## src/rtl/avalon_mtimer.sv

```systemverilog
// RISC-V machine timer (mtime/mtimecmp) as an Avalon-MM responder on the core data bus.
// Free-running 64-bit mtime with prescaler, 64-bit mtimecmp, registered level interrupt.
module avalon_mtimer #(
  parameter int unsigned PRESCALE = 1,
  parameter int unsigned ADDR_W   = 32
) (
  input  logic              clk,
  input  logic              rst,
  input  logic              avs_read,
  input  logic              avs_write,
  input  logic [ADDR_W-1:0] avs_address,
  input  logic [3:0]        avs_byteenable,
  input  logic [31:0]       avs_writedata,
  output logic [31:0]       avs_readdata,
  output logic              avs_readdatavalid,
  output logic              avs_waitrequest,
  output logic              timer_irq
);

  typedef enum logic [2:0] {
    REG_MTIME_LO = 3'd0,
    REG_MTIME_HI = 3'd1,
    REG_CMP_LO   = 3'd2,
    REG_CMP_HI   = 3'd3,
    REG_CTRL     = 3'd4,
    REG_PRESC    = 3'd5,
    REG_RSVD6    = 3'd6,
    REG_RSVD7    = 3'd7
  } reg_e;

  localparam logic [15:0] PCNT_MAX = 16'(PRESCALE - 1);

  logic [63:0] mtime_q, mtime_d;
  logic [63:0] cmp_q, cmp_d;
  logic [31:0] hi_shadow_q, hi_shadow_d;
  logic [15:0] pcnt_q, pcnt_d;
  logic        enable_q, enable_d;
  logic [31:0] readdata_q, readdata_d;
  logic        rvalid_q, rvalid_d;
  logic        irq_q, irq_d;

  reg_e        offset;
  logic        wr_en;
  logic        rd_en;
  logic        tick;
  logic [31:0] rdata_mux;
  logic        unused_addr_bits;

  function automatic logic [31:0] merge_bytes(input logic [31:0] old_w,
                                              input logic [31:0] new_w,
                                              input logic [3:0]  be);
    logic [31:0] merged;
    for (int i = 0; i < 4; i++) begin
      merged[8*i +: 8] = be[i] ? new_w[8*i +: 8] : old_w[8*i +: 8];
    end
    return merged;
  endfunction

  assign offset           = reg_e'(avs_address[4:2]);
  assign unused_addr_bits = ^{avs_address[ADDR_W-1:5], avs_address[1:0]};

  // A simultaneous read is dropped in favour of the write.
  assign wr_en = avs_write;
  assign rd_en = avs_read & ~avs_write;
  assign tick  = enable_q && (pcnt_q == PCNT_MAX);

  always_comb begin
    rdata_mux = '0;
    unique case (offset)
      REG_MTIME_LO: rdata_mux = mtime_q[31:0];
      REG_MTIME_HI: rdata_mux = hi_shadow_q;
      REG_CMP_LO:   rdata_mux = cmp_q[31:0];
      REG_CMP_HI:   rdata_mux = cmp_q[63:32];
      REG_CTRL:     rdata_mux = {31'd0, enable_q};
      REG_PRESC:    rdata_mux = {16'd0, pcnt_q};
      REG_RSVD6,
      REG_RSVD7:    rdata_mux = '0;
      default:      rdata_mux = '0;
    endcase
  end

  // NOTE: every next-state variable gets its hold value first, so no path
  // through this block leaves one unassigned and no latch is inferred.
  always_comb begin
    mtime_d     = mtime_q;
    cmp_d       = cmp_q;
    hi_shadow_d = hi_shadow_q;
    pcnt_d      = pcnt_q;
    enable_d    = enable_q;
    readdata_d  = readdata_q;
    rvalid_d    = rd_en;
    irq_d       = (mtime_q >= cmp_q);

    if (enable_q) begin
      pcnt_d = tick ? 16'd0 : pcnt_q + 16'd1;
    end
    if (tick) begin
      mtime_d = mtime_q + 64'd1;
    end

    // A write to either mtime half replaces the increment entirely, so no
    // carry reaches the other half in a tick cycle.
    if (wr_en) begin
      unique case (offset)
        REG_MTIME_LO: mtime_d = {mtime_q[63:32],
                                 merge_bytes(mtime_q[31:0], avs_writedata, avs_byteenable)};
        REG_MTIME_HI: mtime_d = {merge_bytes(mtime_q[63:32], avs_writedata, avs_byteenable),
                                 mtime_q[31:0]};
        REG_CMP_LO:   cmp_d[31:0]  = merge_bytes(cmp_q[31:0], avs_writedata, avs_byteenable);
        REG_CMP_HI:   cmp_d[63:32] = merge_bytes(cmp_q[63:32], avs_writedata, avs_byteenable);
        REG_CTRL: begin
          if (avs_byteenable[0]) begin
            enable_d = avs_writedata[0];
          end
          pcnt_d = 16'd0;
        end
        default: ;
      endcase
    end

    if (rd_en) begin
      readdata_d = rdata_mux;
      if (offset == REG_MTIME_LO) begin
        hi_shadow_d = mtime_q[63:32];
      end
    end
  end

  // NOTE: state registers use non-blocking assignments only, so every flop
  // samples the values from before this edge regardless of statement order.
  always_ff @(posedge clk or posedge rst) begin
    if (rst) begin
      mtime_q     <= 64'd0;
      cmp_q       <= 64'hFFFF_FFFF_FFFF_FFFF;
      hi_shadow_q <= 32'd0;
      pcnt_q      <= 16'd0;
      enable_q    <= 1'b1;
      readdata_q  <= 32'd0;
      rvalid_q    <= 1'b0;
      irq_q       <= 1'b0;
    end else begin
      mtime_q     <= mtime_d;
      cmp_q       <= cmp_d;
      hi_shadow_q <= hi_shadow_d;
      pcnt_q      <= pcnt_d;
      enable_q    <= enable_d;
      readdata_q  <= readdata_d;
      rvalid_q    <= rvalid_d;
      irq_q       <= irq_d;
    end
  end

  assign avs_readdata      = readdata_q;
  assign avs_readdatavalid = rvalid_q;
  assign avs_waitrequest   = 1'b0;
  assign timer_irq         = irq_q;

endmodule

```

## config.mk

```make
export PLATFORM = sky130hd
export DESIGN_NAME = avalon_mtimer
export DESIGN_NICKNAME = d
export VERILOG_FILES = /design/src/rtl/avalon_mtimer.sv
export SDC_FILE = /design/constraint.sdc
export NUM_CORES = 1
export LEC_CHECK = 0
export ABC_AREA = 1
export BUFFER_PORTS_ARGS = -buffer_cell sky130_fd_sc_hd__buf_2
export CORE_UTILIZATION = 36
export CTS_CLUSTER_SIZE = 20
export DETAILED_ROUTE_END_ITERATION = 10
export MAX_ROUTING_LAYER = met4
export SETUP_SLACK_MARGIN = 0.02
export SLEW_MARGIN = 40
export SYNTH_ARGS = -nofsm -noshare
export SYNTH_HDL_FRONTEND = slang
export SYNTH_SLANG_ARGS = --single-unit
```

## constraint.sdc

```tcl
create_clock -name clk -period 8.6 [get_ports clk]
set_input_delay 0.86 -clock clk [delete_from_list [all_inputs] [get_ports clk]]
set_output_delay 0.86 -clock clk [all_outputs]
set_load 0.02 [all_outputs]
```

==> out/metrics.csv <==
metric,value,unit
TritonCTS buffer count,25,
total gr overflow,0,
pin count of the biggest net entering global routing,75,
P_int,2.223,mW
worst r2r src,pcnt_q[0],
Placement Rows,70,
Layout Nets,2025,
synth unique cells,52,
hpwl dp,37160,µm
clock buffer depth,3,
largest family of logic cells by synthesized area,simple AND/OR/NAND/NOR gates,
postcts setup bufs,0,
fin crit share,0.4335,
clock skew,34.35,ps
# hold bufs at CTS,0,
Area growth syn-to-layout,11.92,%
Synth Area in Compound Gates,0.1781,
DP Cell Count,2327,
Post-synth EDFFs,0,
Crit path depth,10,
Final setup viols,0,
"top cells by area, synth","dfrtp_1 27%, dfstp_2 13%, nand2_1 12%",
most frequent CP cell,buf_4,
share of the synthesized area in the top cell type,0.2711,
clock-pin slew on the worst setup and hold paths,70,ps
mux contribution to synthesized area,0.0008357,
CP max stage delay,590,ps
GRT Util Overall,0.2694,
Mapped Cells,1831,
"delay-heaviest family, CP",buffers and inverters,
Ys Warns,0,
Syn Area/Cell,7.360,µm²
Hold Fails Final Rpt,0,
layout cell share with drive strength beyond 1,0.1270,
met1 usage,0.3787,
post-cts sizing count,0,
post-synth top area cell,dfrtp_1,
DR pass1 iterations,7,
Avg WL per Cell,20.76,µm
most frequent cell after synthesis,nand2_1,
Post-Synth Adder-Cell Area,0.06221,
initial DRC count,1308,
Placement Cell Area,0.01428,mm²
initial antenna violation count,0,
Vias per Instance,5.531,
CP max FO,61,
Hold Slack,377.8,ps
via count,13126,
Worst Path Arrival,4120,ps
Clock Tree Root,clkbuf_16,
Die H,195.5,µm
Slew @ Worst Pin,884.3,ps
Die Wd,195.5,µm
Sw Pwr,1.343,mW
vias in the first global route,12606,
WP buf/inv,7,
relative slew slack,0.4105,
TritonCTS clock tree,done,
Slew Limit Fails,0,
Layout Utilization,0.4110,
post-layout instance area,0.01508,mm²
Initial Util,0.3672,
worst reg2reg path depth,13,
unrepaired setup endpoints after global routing,no,
Fin Setup TNS,0,ps
Simple-Gate Fraction of Synth Area,0.2630,
Yosys reg bits,211,
worst-path cell chain,"buf_2, buf_4, inv_1, nand2_1, buf_4, clkinv_1, buf_4, nand2_2, buf_4, o21ai_0",
Clock Latency Late Sink,560,ps
Hold Crit Class,in2async,
beginning of the critical path,avs_write,
GR met2 Demand/Resource,0.3983,
syn nets,1970,
Fmax,0.2682,GHz
PD cells,236.4,mW/mm²
Worst Setup Path Type,in2reg,
placer congestion estimate,1.001,
Leakage,6.824,nW
met3 capacity usage during global routing,0.03454,
"top cells by count, synth","430 x nand2_1, 225 x inv_1, 202 x nor2_1",
Worst Setup End Kind,flop,
Clock power frac,0.299,
sequential fraction of the synthesis area,0.3979,
"Req. time, crit path",8990,ps
"Async S/R FF share, synth",1.000,
Flop pwr share,0.425,
# diodes,0,
first-pass GRT wire length,76400,µm
Synth Area in XOR/XNOR,0.01105,
CP Launch Type,input port,
Period minus WS final,3729,ps
area of the core,0.03670,mm²
mapped cell area,0.01348,mm²
Final ANT Viol Nets,0,
final WL,49260,µm
VDD IR-drop max,130.8,µV
I/O pins,107,
CTS H-tree depth,1,
status,finished clean,
clk sink count,211,
most used flip-flop cell after synthesis,dfrtp_1,
IO buf count,76,
Finished Layout Cells,2373,
critical path's slowest cell,buf_4,
Top Usage Layer GRT,met2,
Sw Ratio,0.3766,
Combinational Power Share,0.276,
drt drc,0,
Max-cap violations,0,
Die ar.,0.03821,mm²
placed cells by master, fill, tap and decap left out, types with 14 or more instances in the layout:
master and count:
nor3_1 20, nand3_1 104, a22oi_1 14, buf_2 76
dfrtp_1 146, nand4_1 36, dfstp_2 65, ha_1 67
nor2_1 202, clkbuf_16 26, inv_1 224, a21oi_1 102
o21ai_0 148, nand2_1 429, o22ai_1 21, a31oi_1 62
a221oi_1 24
stage by stage:
step	power, mW	worst slack [ps]
finish	3.566	4871
global route	3.787	4615
CTS	3.571	4961
detailed placement	2.501	4417
global placement	2.467	4485
floorplan	2.127	2082
final timing paths:
kind | end | slack (ps)
worst max register to register | mtime_q[49] | 5900
min in group clk | avs_readdata[23] | 480
max in group asynchronous | avs_readdata[5] | 7150
worst min register to register | avs_readdata[23] | 480
worst max-delay path | hi_shadow_q[27] | 4870
worst min-delay path | mtime_q[20] | 380
cells by family (layout without fill, tap and decap cells):
group                      count (synthesis)  after routing
AOI/OAI and AO/OA                        406            406
xor gates and xnor gates                  17             17
adders and majority gates                 67             67
buffers and inverters                    296            370
DFF                                      211            211
muxes                                      1              1
other                                      1              1
and+or+nand+nor                          832            832
routing by layer:
layer,up-vias,wire length [µm]
met3,80,3126
met4,0,1612
met1,6343,23210
met5,-,0
li1,6242,-
met2,461,21320
sequential cells by signal (all words and copies together) (netlist names):
signal / cells
cmp_q: 64
mtime_q: 64
avs_readdata: 32
hi_shadow_q: 32
pcnt_q: 16
avs_readdatavalid: 1
enable_q: 1
timer_irq: 1
final cells by class:
cell class | instances | area, µm²
clock buffers | 38 | 735.7
clock inverters | 8 | 70.07
fillers | 3870 | 21620
inverters | 235 | 889.6
multi-input cells | 1324 | 6954
flip-flops and latches | 211 | 5361
well taps | 468 | 585.6
repair buffers | 89 | 485.5
power by group through the flow:
stage          clock, mW  combinational, mW  sequential (mW)
2_1_floorplan          0              0.681             1.45
3_3_place_gp           0              0.948             1.52
3_5_place_dp           0              0.975             1.53
4_1_cts             1.08              0.980             1.51
5_1_grt             1.11               1.13             1.54
6_report            1.07              0.985             1.51
worst reg2reg max path, cell delays in order (launching register included):
cell	delay [ps]
dfrtp_1	400
inv_1	130
ha_1	210
inv_1	60
nor2_1	80
nand2_1	80
nor2_2	230
nand2_1	260
nor2_1	590
nand4_1	180
nand2_1	100
nand2_1	80
nand2_1	70
a21oi_1	70
(Power assumes the default switching activity.)
